$ cat config.mk
export PLATFORM = sky130hd
export DESIGN_NAME = pipelined_addsub_flat
export DESIGN_NICKNAME = d
export VERILOG_FILES = /design/src/rtl/pipelined_addsub_if.sv /design/src/rtl/pipelined_addsub.sv /design/src/flat_wrapper.sv
export SDC_FILE = /design/constraint.sdc
export NUM_CORES = 1
export LEC_CHECK = 0
export ABC_CLOCK_PERIOD_IN_PS = 2820
export CORE_ASPECT_RATIO = 0.75
export CORE_MARGIN = 8
export CORE_UTILIZATION = 30
export CTS_BUF_LIST = sky130_fd_sc_hd__clkbuf_2
export DETAILED_ROUTE_END_ITERATION = 8
export PLACE_DENSITY_LB_ADDON = 0.3
export SETUP_SLACK_MARGIN = 0.15
export SYNTH_ARGS = -nofsm -noshare
export SYNTH_HDL_FRONTEND = slang
export SYNTH_SLANG_ARGS = --single-unit
$ cat constraint.sdc
create_clock -name clk -period 2.82 [get_ports clk]
set_clock_uncertainty 0.2 [all_clocks]
set_input_delay 0.705 -clock clk [delete_from_list [all_inputs] [get_ports clk]]
set_output_delay 0.705 -clock clk [all_outputs]
set_load 0.05 [all_outputs]
$ cat src/rtl/pipelined_addsub_if.sv
//------------------------------------------------------------------------------
// pipelined_addsub_if
// Operand/result handshake bundle for the pipelined adder/subtractor.
// slave modport is the arithmetic core; master modport is the producer and
// consumer side that drives operands and accepts results.
// Revision: 1.0 - initial release
//------------------------------------------------------------------------------
`default_nettype none

interface pipelined_addsub_if #(
  parameter int WIDTH = 32
);
  logic             in_valid;
  logic             in_ready;
  logic [WIDTH-1:0] val_1;
  logic [WIDTH-1:0] val_2;
  logic             sub;
  logic             out_valid;
  logic             out_ready;
  logic [WIDTH-1:0] out;
  logic             carry_out;
  logic             overflow;
  logic             zero;

  modport slave (
    input  in_valid, val_1, val_2, sub, out_ready,
    output in_ready, out_valid, out, carry_out, overflow, zero
  );

  modport master (
    output in_valid, val_1, val_2, sub, out_ready,
    input  in_ready, out_valid, out, carry_out, overflow, zero
  );
endinterface

`default_nettype wire

$ cat src/rtl/pipelined_addsub.sv
//------------------------------------------------------------------------------
// pipelined_addsub
// A +/- B split into STAGES equal carry-chained slices, one slice per register
// stage. Upper operand slices ride forward with the data; finished lower
// result slices ride along too, so every slice leaves the last stage aligned.
// Whole-pipeline stall when the result is held by the consumer.
// Optional build macro: PIPELINED_ADDSUB_SATURATE_EN clamps the result to the
// signed limit on two's-complement overflow.
// WIDTH must be divisible by STAGES.
// Revision: 1.0 - initial release
//------------------------------------------------------------------------------
`default_nettype none

module pipelined_addsub #(
  parameter int WIDTH  = 32,
  parameter int STAGES = 4
) (
  input  wire logic             clk,
  input  wire logic             rst_n,
  pipelined_addsub_if.slave     bus
);

  localparam int c_SW   = WIDTH / STAGES;
  localparam int c_LAST = STAGES - 1;
  localparam int c_MSB  = WIDTH - 1;

  logic             w_adv;
  logic [WIDTH-1:0] w_bp;

  // The whole pipe moves only when the output slot is empty or being drained.
  assign w_adv        = !g_stage[c_LAST].r_vld || bus.out_ready;
  assign bus.in_ready = w_adv;

  // Subtraction is A + ~B + 1; the +1 enters as the slice-0 carry-in.
  assign w_bp = bus.sub ? ~bus.val_2 : bus.val_2;

  generate
    for (genvar k = 0; k < STAGES; k++) begin : g_stage
      logic             r_vld;
      logic             r_c;
      logic [WIDTH-1:0] r_a;
      logic [WIDTH-1:0] r_b;
      logic [WIDTH-1:0] r_sum;

      logic             w_vin;
      logic             w_cin;
      logic [WIDTH-1:0] w_ain;
      logic [WIDTH-1:0] w_bin;
      logic [WIDTH-1:0] w_sin;
      logic [WIDTH-1:0] w_snx;
      logic [c_SW:0]    w_slice;

      if (k == 0) begin : g_first
        assign w_vin = bus.in_valid;
        assign w_ain = bus.val_1;
        assign w_bin = w_bp;
        assign w_cin = bus.sub;
        assign w_sin = '0;
      end else begin : g_rest
        assign w_vin = g_stage[k-1].r_vld;
        assign w_ain = g_stage[k-1].r_a;
        assign w_bin = g_stage[k-1].r_b;
        assign w_cin = g_stage[k-1].r_c;
        assign w_sin = g_stage[k-1].r_sum;
      end

      assign w_slice = {1'b0, w_ain[k*c_SW +: c_SW]}
                     + {1'b0, w_bin[k*c_SW +: c_SW]}
                     + {{c_SW{1'b0}}, w_cin};

      // Splice this stage's slice into the partial result carried so far.
      always_comb begin
        w_snx                   = w_sin;
        w_snx[k*c_SW +: c_SW]   = w_slice[c_SW-1:0];
      end

      // Stage register: valid always shifts on advance; data loads only for a
      // real operation so bubbles leave the last result and flags untouched.
      always_ff @(posedge clk) begin
        if (!rst_n) begin
          r_vld <= 1'b0;
          r_c   <= 1'b0;
          r_a   <= '0;
          r_b   <= '0;
          r_sum <= '0;
        end else if (w_adv) begin
          r_vld <= w_vin;
          if (w_vin) begin
            r_c   <= w_slice[c_SW];
            r_a   <= w_ain;
            r_b   <= w_bin;
            r_sum <= w_snx;
          end
        end
      end
    end
  endgenerate

  logic [WIDTH-1:0] w_raw;
  logic [WIDTH-1:0] w_out;
  logic             w_am;
  logic             w_bm;
  logic             w_ovf;

  assign w_raw = g_stage[c_LAST].r_sum;
  assign w_am  = g_stage[c_LAST].r_a[c_MSB];
  assign w_bm  = g_stage[c_LAST].r_b[c_MSB];
  assign w_ovf = (w_am == w_bm) && (w_raw[c_MSB] != w_am);

`ifdef PIPELINED_ADDSUB_SATURATE_EN
  // Clamp toward the sign of A, which is the direction of the true result.
  always_comb begin
    w_out = w_raw;
    if (w_ovf) begin
      w_out = w_am ? {1'b1, {(WIDTH-1){1'b0}}} : {1'b0, {(WIDTH-1){1'b1}}};
    end
  end
`else
  assign w_out = w_raw;
`endif

  assign bus.out_valid = g_stage[c_LAST].r_vld;
  assign bus.out       = w_out;
  assign bus.carry_out = g_stage[c_LAST].r_c;
  assign bus.overflow  = w_ovf;
  assign bus.zero      = (w_out == '0);

endmodule

`default_nettype wire

$ cat src/flat_wrapper.sv
// flat-port wrapper written by rule: the top's interface ports become plain ports
module pipelined_addsub_flat 
#(
  parameter int WIDTH  = 32,
  parameter int STAGES = 4
)
  (clk, rst_n, bus_in_valid, bus_val_1, bus_val_2, bus_sub, bus_out_ready, bus_in_ready, bus_out_valid, bus_out, bus_carry_out, bus_overflow, bus_zero);
  pipelined_addsub_if #(.WIDTH(WIDTH)) bus_i ();
  input  wire logic clk;
  input  wire logic rst_n;
  input wire logic [$bits(bus_i.in_valid)-1:0] bus_in_valid;
  input wire logic [$bits(bus_i.val_1)-1:0] bus_val_1;
  input wire logic [$bits(bus_i.val_2)-1:0] bus_val_2;
  input wire logic [$bits(bus_i.sub)-1:0] bus_sub;
  input wire logic [$bits(bus_i.out_ready)-1:0] bus_out_ready;
  output wire logic [$bits(bus_i.in_ready)-1:0] bus_in_ready;
  output wire logic [$bits(bus_i.out_valid)-1:0] bus_out_valid;
  output wire logic [$bits(bus_i.out)-1:0] bus_out;
  output wire logic [$bits(bus_i.carry_out)-1:0] bus_carry_out;
  output wire logic [$bits(bus_i.overflow)-1:0] bus_overflow;
  output wire logic [$bits(bus_i.zero)-1:0] bus_zero;
  assign bus_i.in_valid = bus_in_valid;
  assign bus_i.val_1 = bus_val_1;
  assign bus_i.val_2 = bus_val_2;
  assign bus_i.sub = bus_sub;
  assign bus_i.out_ready = bus_out_ready;
  assign bus_in_ready = bus_i.in_ready;
  assign bus_out_valid = bus_i.out_valid;
  assign bus_out = bus_i.out;
  assign bus_carry_out = bus_i.carry_out;
  assign bus_overflow = bus_i.overflow;
  assign bus_zero = bus_i.zero;
  pipelined_addsub #(.WIDTH(WIDTH), .STAGES(STAGES)) u_core (.clk(clk), .rst_n(rst_n), .bus(bus_i));
endmodule
==> metrics.cfg <==
[run_status]
status = finished with violations
violations = negative setup slack

[yosys]
synth_ff_type = dfxtp_1
synth_nets = 1104
synth.avg_cell_area_sq_um = 8.18
synth_compound_area_frac = 0.195
synthSimpleGateAreaFrac = 0.203
synth-adder-area-share = 0.0600
ys_types = 54
synthCells = 1000
ys_ff_latch = 186
synth-xor-area-share = 0.0396
synthMuxAreaShare = 0.00184
ys_seq_area_frac = 0.455
synth_warnings = 0
synth_edf_count = 0
synth_top_family_by_area = simple AND/OR/NAND/NOR gates
syn_area_sq_um = 8180
synthArstFlopShare = 0

[layout]
nNetsFinal = 1198
drive_gt1_frac = 0.121
fin_util = 0.375
area_delta_synth_final_pct = 23.1

[global_route]
grt_first_pass_wirelength_um = 34700
grt_pass1_vias = 6693
antenna_found_initial = 1
grt_max_degree = 58
track_usage = 0.130
grt_overflow_total = 0

[die]
die_w_um = 207
initial_core_util = 0.304
dieArea_sq_um = 32900
die_y_um = 159
num_rows = 52
core_region_area_sq_um = 26900
ios = 106

[detailed_routing]
viasPerCell = 4.78
drc_errors = 0
first_pass_iters = 4
wl_per_cell_um = 14.6
dr_total_vias = 6988
detail-route-antenna-nets = 0
drt_iter0_markers = 426
drt-total-wl_um = 21300

[clock_tree]
cts_made_buffers = 17
clockRootBuffer = clkbuf_2
clkLatencyLatePin_ns = 0.77
tritoncts = yes
cts_htree_levels = 4
cts_hold_buf = 0
cts.sinks = 186
clock_path_buffers = 2
clkTransAtPathRegs_ns = 0.29

[timing]
fin_tns_setup_ns = -0.116
max_freq_mhz = 341
setup_ws_ns = -0.116
layout_min_cycle_time_ns = 2.94
grt_setup_unrepaired = yes
finalHoldViolations = 0
slew_headroom = 0.675
fin_crit_sh = 1.04
setup_viol = 1
drv_slew = 0
tightest_slew_ns = 0.488

[place]
port_buffers = 105
dp_hpwl_um = 15800
routabilityCongestion = 0.815

[worst_hold_path]
worstHoldPathType = in2reg
whs_path_depth = 3
min_from = bus_val_1[22]

[worst_setup_path]
path_class = reg2out
crit_required_ns = 1.91
arrival_ns = 2.03
critical_path.startpoint_type = register
cpPeakStageDelay_ns = 0.40
ff2ff_path_depth = 7
path_buf_inv = 1
cp.depth = 4
r2r_slack_ns = 0.50
crit_path_cell_trace = nor4_4 > nand4_1 > nor2_2 > buf_12
critPathMaxFanout = 2
endpoint = bus_zero
crit_path_end_kind = output port
worstSetupStartpoint = u_core.bus.out[3]$_SDFFE_PN0P_
reg2reg_to = u_core.g_stage[1].r_c$_SDFFE_PN0P_
path_delay_family = simple AND/OR/NAND/NOR gates
cpMaxStageDelayCell = dfxtp_2
rr_startpoint = u_core.g_stage[0].r_b[8]$_SDFFE_PN0P_

[power_and_ir_drop]
switching_share = 0.281
finalPower_w = 0.00495
p_sw_w = 0.00139
clkPwrFrac = 0.300
p_comb_frac = 0.135
p_per_area_nw_per_um2 = 492
p_int_w = 0.00356
p_leak_nw = 3.59
power_frac_seq = 0.565
max-vdd-ir-drop_mv = 0.244

[run]
drv_cap = 0

==> per-layer routing <==
metal	GRT usage	routed length [um]	up-vias
met1	0.176	10600	3243
met5	0	0	-
li1	-	-	3644
met3	0.0313	778	6
met4	0.0235	93	0
met2	0.206	9790	95
==> worst min-delay path, delay by kind of cell <==
kind,cells,cell delay [ns]
buffers and inverters,1,0.39
AND/OR/NAND/NOR,1,0.05
AO/OA/AOI/OAI,1,0.05
==> cell usage in the layout, fill, tap and decap left out, types with 5 or more instances in the layout <==
master	Yosys	final
nor3_1	7	7
buf_4	0	29
nor4_1	11	7
a211oi_1	33	33
xnor2_1	29	29
nor2_1	35	32
dfxtp_2	0	10
nand3_1	28	28
clkbuf_2	1	24
fa_1	7	7
a21o_1	8	8
o211ai_1	7	7
nand2_1	284	283
clkdlybuf4s15_2	0	17
buf_2	29	8
o2111ai_1	5	5
xor2_1	8	8
clkdlybuf4s50_1	0	67
inv_6	0	5
o21ai_0	7	6
buf_12	0	8
a21oi_1	156	156
o21a_1	16	16
dfxtp_1	186	175
ha_1	28	28
inv_1	21	20
==> repair_timing <==
| action | CTS | global route |
|---|---|---|
| resized for setup | 111 | 34 |
| buffers inserted | 1 | 1 |
| endpoints found under the hold margin | 0 | 0 |
| pin swaps | 3 | 4 |
| setup endpoints to repair | 37 | 16 |
==> power groups by stage <==
| stage | Clock [W] | Combinational, W | Sequential [W] |
|---|---|---|---|
| 5_1_grt | 0.00164 | 0.000745 | 0.00281 |
| 4_1_cts | 0.00153 | 0.000678 | 0.00280 |
| 3_5_place_dp | 0 | 0.000674 | 0.00285 |
| 3_3_place_gp | 0 | 0.000668 | 0.00285 |
| 2_1_floorplan | 0 | 0.000417 | 0.00283 |
| 6_report | 0.00148 | 0.000668 | 0.00280 |
==> kinds of logic (layout without fill, tap and decap cells) <==
| group | count (synthesis) | after routing |
|---|---|---|
| and+or+nand+nor | 395 | 395 |
| xor gates and xnor gates | 37 | 37 |
| other | 0 | 4 |
| AOI/OAI and AO/OA | 259 | 259 |
| adders and majority gates | 35 | 35 |
| DFF | 186 | 186 |
| muxes | 1 | 1 |
| buffers and inverters | 87 | 194 |
==> flip-flops by register name, indices dropped and copies added (netlist names) <==
name and cells:
u_core.bus.carry_out 1, u_core.bus.out 32, u_core.bus.out_valid 1, u_core.g_stage.r_a 49, u_core.g_stage.r_b 49, u_core.g_stage.r_c 3, u_core.g_stage.r_sum 48, u_core.g_stage.r_vld 3
==> area by class of cell <==
class	count	area, sq um
Fill cell	2819	16800
Multi-Input combinational cell	727	4160
Sequential cell	186	3740
Timing Repair Buffer	140	1360
Tap cell	351	439
Clock inverter	15	185
Inverter	22	87.6
Clock buffer	17	85.1
Antenna cell	4	10.0
==> metrics by stage <==
step                setup slack [ns]  hold WS [ns]  instance area [sq um]  std cells
CTS                           -0.199         0.158                  10100       1457
floorplan                      0.157         0.232                   8190       1000
global route                  -0.346         0.131                  10100       1462
finish                        -0.116         0.236                  10100       1462
detailed placement           -0.0592         0.243                   9730       1424
global placement             -0.0596         0.241                   9730       1424
==> cell usage after synthesis (4+ instances only) <==
cell,count,area (sq um)
xnor2_1,29,254
o2111ai_1,5,43.8
nor3_1,7,35.0
nand3_1,28,140
o21a_1,16,120
fa_1,7,140
buf_1,9,33.8
nand2_1,284,1070
dfxtp_1,186,3720
a21oi_1,156,781
o211ai_1,7,52.6
nand4b_1,4,35.0
a211oi_1,33,248
and2_1,5,31.3
nor4_1,11,68.8
o21ai_0,7,35.0
nor2_1,35,131
a21o_1,8,60.1
buf_2,29,145
ha_1,28,350
xor2_1,8,70.1
clkbuf_1,25,93.8
inv_1,21,78.8
==> how the worst min path moves through the flow <==
stage          slack (ns)                                        to
2_1_floorplan        0.23  u_core.g_stage[2].r_sum[14]$_SDFFE_PN0P_
6_report             0.24    u_core.g_stage[0].r_a[22]$_SDFFE_PN0P_
5_1_grt              0.13    u_core.g_stage[0].r_a[24]$_SDFFE_PN0P_
3_3_place_gp         0.24    u_core.g_stage[1].r_a[29]$_SDFFE_PN0P_
4_1_cts              0.16    u_core.g_stage[0].r_a[24]$_SDFFE_PN0P_
3_5_place_dp         0.24    u_core.g_stage[1].r_a[23]$_SDFFE_PN0P_
(Power assumes the default switching activity.)
